### src/rtl/inbuf_port.sv
// Router input buffer: a small flit FIFO plus a per-packet FSM. The FSM latches the
// output port from the header, forwards the packet and discards stray body/tail flits.
module inbuf_port #(
  parameter int DEPTH  = 4,
  parameter int FLIT_W = 8
) (
  input  logic                     clk,
  input  logic                     rst,
  input  logic [FLIT_W-1:0]        in_flit,
  input  logic                     in_valid,
  output logic                     in_ready,
  output logic [FLIT_W-1:0]        head_flit,
  input  logic [4:0]               route_en,
  output logic [FLIT_W-1:0]        out_flit,
  output logic                     out_valid,
  output logic [4:0]               out_port,
  input  logic                     out_grant,
  output logic [$clog2(DEPTH):0]   count,
  output logic                     err_drop
);

  localparam int AW = (DEPTH > 1) ? $clog2(DEPTH) : 1;
  localparam int CW = $clog2(DEPTH) + 1;

  localparam logic [0:0] IDLE   = 1'b0;
  localparam logic [0:0] ACTIVE = 1'b1;

  logic [FLIT_W-1:0] mem [DEPTH];
  logic [AW-1:0]     wr_ptr_reg;
  logic [AW-1:0]     rd_ptr_reg;
  logic [CW-1:0]     count_reg;
  logic [0:0]        state_reg;
  logic [4:0]        out_port_reg;
  logic              err_drop_reg;

  logic              wr_en;
  logic              rd_en;
  logic              not_empty;
  logic [1:0]        head_type;
  logic              route_onehot;
  logic              drop_now;
  logic              accept_hdr;
  logic              tail_read;

  assign not_empty = (count_reg != '0);
  assign in_ready  = (count_reg < CW'(DEPTH));
  assign wr_en     = in_valid && in_ready;

  assign head_flit = not_empty ? mem[rd_ptr_reg] : '0;
  assign out_flit  = head_flit;
  assign head_type = head_flit[7:6];

  assign route_onehot = (route_en != 5'd0) && ((route_en & (route_en - 5'd1)) == 5'd0);

  // Type bit 7 separates packet starters (HDR/SINGLE) from BODY/TAIL; bit 6 marks the end.
  assign drop_now   = (state_reg == IDLE) && not_empty && !head_type[1];
  assign accept_hdr = (state_reg == IDLE) && not_empty && head_type[1] && route_onehot;

  assign out_valid = (state_reg == ACTIVE) && not_empty;
  assign tail_read = out_valid && out_grant && head_type[0];
  assign rd_en     = (out_valid && out_grant) || drop_now;

  assign out_port = out_port_reg;
  assign count    = count_reg;
  assign err_drop = err_drop_reg;

  always_ff @(posedge clk) begin
    if (wr_en) begin
      mem[wr_ptr_reg] <= in_flit;
    end
  end

  always_ff @(posedge clk or negedge rst) begin
    if (!rst) begin
      wr_ptr_reg <= '0;
      rd_ptr_reg <= '0;
      count_reg  <= '0;
    end else begin
      if (wr_en) begin
        wr_ptr_reg <= (wr_ptr_reg == AW'(DEPTH - 1)) ? '0 : wr_ptr_reg + 1'b1;
      end
      if (rd_en) begin
        rd_ptr_reg <= (rd_ptr_reg == AW'(DEPTH - 1)) ? '0 : rd_ptr_reg + 1'b1;
      end
      case ({wr_en, rd_en})
        2'b10:   count_reg <= count_reg + 1'b1;
        2'b01:   count_reg <= count_reg - 1'b1;
        default: count_reg <= count_reg;
      endcase
    end
  end

  always_ff @(posedge clk or negedge rst) begin
    if (!rst) begin
      state_reg    <= IDLE;
      out_port_reg <= 5'd0;
      err_drop_reg <= 1'b0;
    end else begin
      err_drop_reg <= drop_now;
      case (state_reg)
        IDLE: begin
          if (accept_hdr) begin
            out_port_reg <= route_en;
            state_reg    <= ACTIVE;
          end
        end
        ACTIVE: begin
          if (tail_read) begin
            out_port_reg <= 5'd0;
            state_reg    <= IDLE;
          end
        end
        default: begin
          state_reg    <= IDLE;
          out_port_reg <= 5'd0;
        end
      endcase
    end
  end

endmodule

### config.mk
export PLATFORM = sky130hd
export DESIGN_NAME = inbuf_port
export DESIGN_NICKNAME = d
export VERILOG_FILES = /design/src/rtl/inbuf_port.sv
export SDC_FILE = /design/constraint.sdc
export NUM_CORES = 1
export LEC_CHECK = 0
export CAP_MARGIN = 20
export CORE_ASPECT_RATIO = 0.5
export CORE_MARGIN = 2
export CORE_UTILIZATION = 45
export CTS_CLUSTER_SIZE = 30
export DETAILED_ROUTE_END_ITERATION = 10
export HOLD_SLACK_MARGIN = 0.03
export PLACE_DENSITY = 0.69
export SYNTH_ARGS = -nofsm -noshare
export SYNTH_HDL_FRONTEND = slang
export SYNTH_SLANG_ARGS = --single-unit
### constraint.sdc
create_clock -name clk -period 3 [get_ports clk]
set_input_delay 0.6 -clock clk [delete_from_list [all_inputs] [get_ports clk]]
set_output_delay 0.6 -clock clk [all_outputs]
set_load 0.005 [all_outputs]
==> run summary <==
Ratio of total power to cell area -> 990 nW/um^2
Final WS setup -> 0.210 ns
Initial antenna violation count -> 0
Site Rows -> 17
Post-CTS setup buffer count -> 0
Critical path peak fanout -> 7
Setup CP Type -> register to output pin
Yosys cell types -> 29
Setup-failing EPs final -> 0
Avg Synthesized Cell Area -> 15.7 um^2
Post-Route Skew -> 0.00298 ns
Worst Max-Slew Pin Slew -> 0.665 ns
Reg clk slew, reported paths -> 0.08 ns
# diodes -> 0
Max reg flops -> 32
Residual DRC count -> 0
CTS tree -> yes
Boundary pin count -> 44
Max transition margin -> 55.6%
Die Height -> 52.2 um
Mapped Area -> 2090 um^2
Worst slack, placed -> 0.389 ns
Worst r2r path cells -> 8
Slew Limit Fails -> 0
Worst r2r src -> rd_ptr_reg[0]
Largest net degree at the start of global routing -> 15
Final global-route overflow total -> 0
Pre-Repair DR Iteration Count -> 4
Maxcap violations -> 0
Final Critical Period -> 2.79 ns
Crit end category -> output pin
Critical Path RT -> 2.40 ns
Vias per cell -> 4.98
Synth warn -> 0
Total CTS buffers -> 5
Hold wc startpoint -> out_port[3]
Register area share after synthesis -> 62.7%
Commonest non-fill, non-tap cells in the layout -> clkdlybuf4s50_1, edfxtp_1, dfrtp_1
Post-DR wirelength/cell -> 15.6 um
Setup TNS -> 0 ns
Fmax -> 0.358 GHz
Routed wire length -> 3620 um
CTS Hold Buffers Added -> 0
Vias in the first global route -> 1177
Layout cells sized above 1 -> 8.00%
Net Count, Synth -> 157
Worst setup endpoint -> out_flit[0]
Reg2reg setup slack -> 0.39 ns
Starting Density -> 47.3%
Area contributors post-synth -> edfxtp_1, dfrtp_1, mux4_1
Crit Reg-Reg Endpoint -> count[2]
Leakage -> 0.997 nW
Layout area overhead -> 26.4%
Clk root buf -> clkbuf_8
Most common cell after layout, fill and taps aside -> clkdlybuf4s50_1
I/O Buffers -> 43
DR vias -> 1156
Die X -> 100 um
Nets -> 199
Hold crit path type -> register to register
Max Used Layer -> met4
Unrepaired setup endpoints after global routing -> false
Outcome -> completed
Maximum vdd drop -> 0.321 mV
FF+latch count, synth -> 46
H-tree depth -> 2
Routed met1 length -> 1660 um
Resized cells post-CTS -> 0
Gpl congestion -> 0.702
Met3 Wirelength -> 147 um
Share of the synthesized area in the top cell type -> 45.9%
DR iter-0 viols -> 35
Max clock buf depth -> 2
CP Launch Point -> rd_ptr_reg[0]
Post-route ant nets -> 0
Period utilization -> 93.0%
Core area -> 4420 um^2
Total global-route track usage -> 15.2%
Cell taking the most area after synthesis -> edfxtp_1
Final hold viol count -> 0
Crit path arrival time -> 2.19 ns
Synth Instances -> 133
Clk_lat worst skew -> 0.29 ns
Routed wl met2 -> 1780 um
Clock sinks -> 46
DP Wirelength -> 2580 um
First-pass GRT wire length -> 5760 um
Die area -> 5240 um^2
Startpoint type of the worst setup path -> register
[cells by family (layout without fill, tap and decap cells)]
kind of cell	Yosys count	after routing	synth area share, %
DFF	46	46	62.7
xor gates and xnor gates	4	4	1.67
and+or+nand+nor	34	34	9.09
muxes	16	16	13.8
AOI/OAI and AO/OA	7	7	2.93
adders and majority gates	7	7	4.55
buffers and inverters	19	61	5.26
[worst max-delay path, cell delays in order (launching register included)]
cell	delay [ns]
dfrtp_1	0.51
buf_4	0.22
mux4_1	0.54
nor2b_1	0.15
clkdlybuf4s50_1	0.47
[stage by stage]
step / cell area, um^2 / hold slack (ns) / util, % / total power, mW / instances
final: 2640 / 0.527 / 59.8 / 2.62 / 232
after global routing: 2640 / 0.562 / 59.8 / 2.80 / 232
after CTS: 2640 / 0.534 / 59.8 / 2.66 / 232
after detailed placement: 2540 / 0.522 / 57.4 / 2.22 / 225
after global placement: 2540 / 0.514 / 57.4 / 2.18 / 225
after floorplan: 2090 / 0.304 / - / 1.69 / 133
[worst min-delay path by stage]
| stage | to | slack [ns] | depth (start not counted) |
|---|---|---|---|
| after floorplan | count[0] | 0.30 | 0 |
| after global placement | out_port[1] | 0.51 | 2 |
| after detailed placement | out_port[3] | 0.52 | 2 |
| after CTS | out_port[1] | 0.53 | 2 |
| after global routing | out_port[0] | 0.56 | 2 |
| final | out_port[3] | 0.53 | 2 |
[final cells by class]
| type | count | area [um^2] |
|---|---|---|
| clock buffer | 5 | 68.8 |
| clock inverter | 2 | 33.8 |
| fill | 351 | 1780 |
| inverter | 8 | 30.0 |
| multi-input combinational | 68 | 676 |
| sequential | 46 | 1310 |
| tap | 57 | 71.3 |
| timing repair buffer | 46 | 453 |
[synth_stat cells (all sizes together)]
cell type and number:
edfxtp 32, dfrtp 14, nand2 11, buf 9, nor2b 9, inv 8
mux4 8, ha 6, mux2i 6, and2 4, nor2 4, a211oi 3
o21ai 3, clkbuf 2, mux2 2, nor3 2, nor4 2, xnor2 2
xor2 2, a21o 1, fa 1, nand4b 1, or3 1
[metal layers]
layer / GRT usage [%] / vias up
met4: 4.79 / 0
met1: 18.2 / 573
li1: - / 555
met5: 0 / -
met2: 27.2 / 24
met3: 4.40 / 4
[where the power goes]
| group | internal (mW) | switching, mW |
|---|---|---|
| registers | 0.845 | 0.101 |
| logic | 0.741 | 0.496 |
| clock network | 0.241 | 0.192 |
| total | 1.83 | 0.789 |
Power figures use the tool's default switching activity.
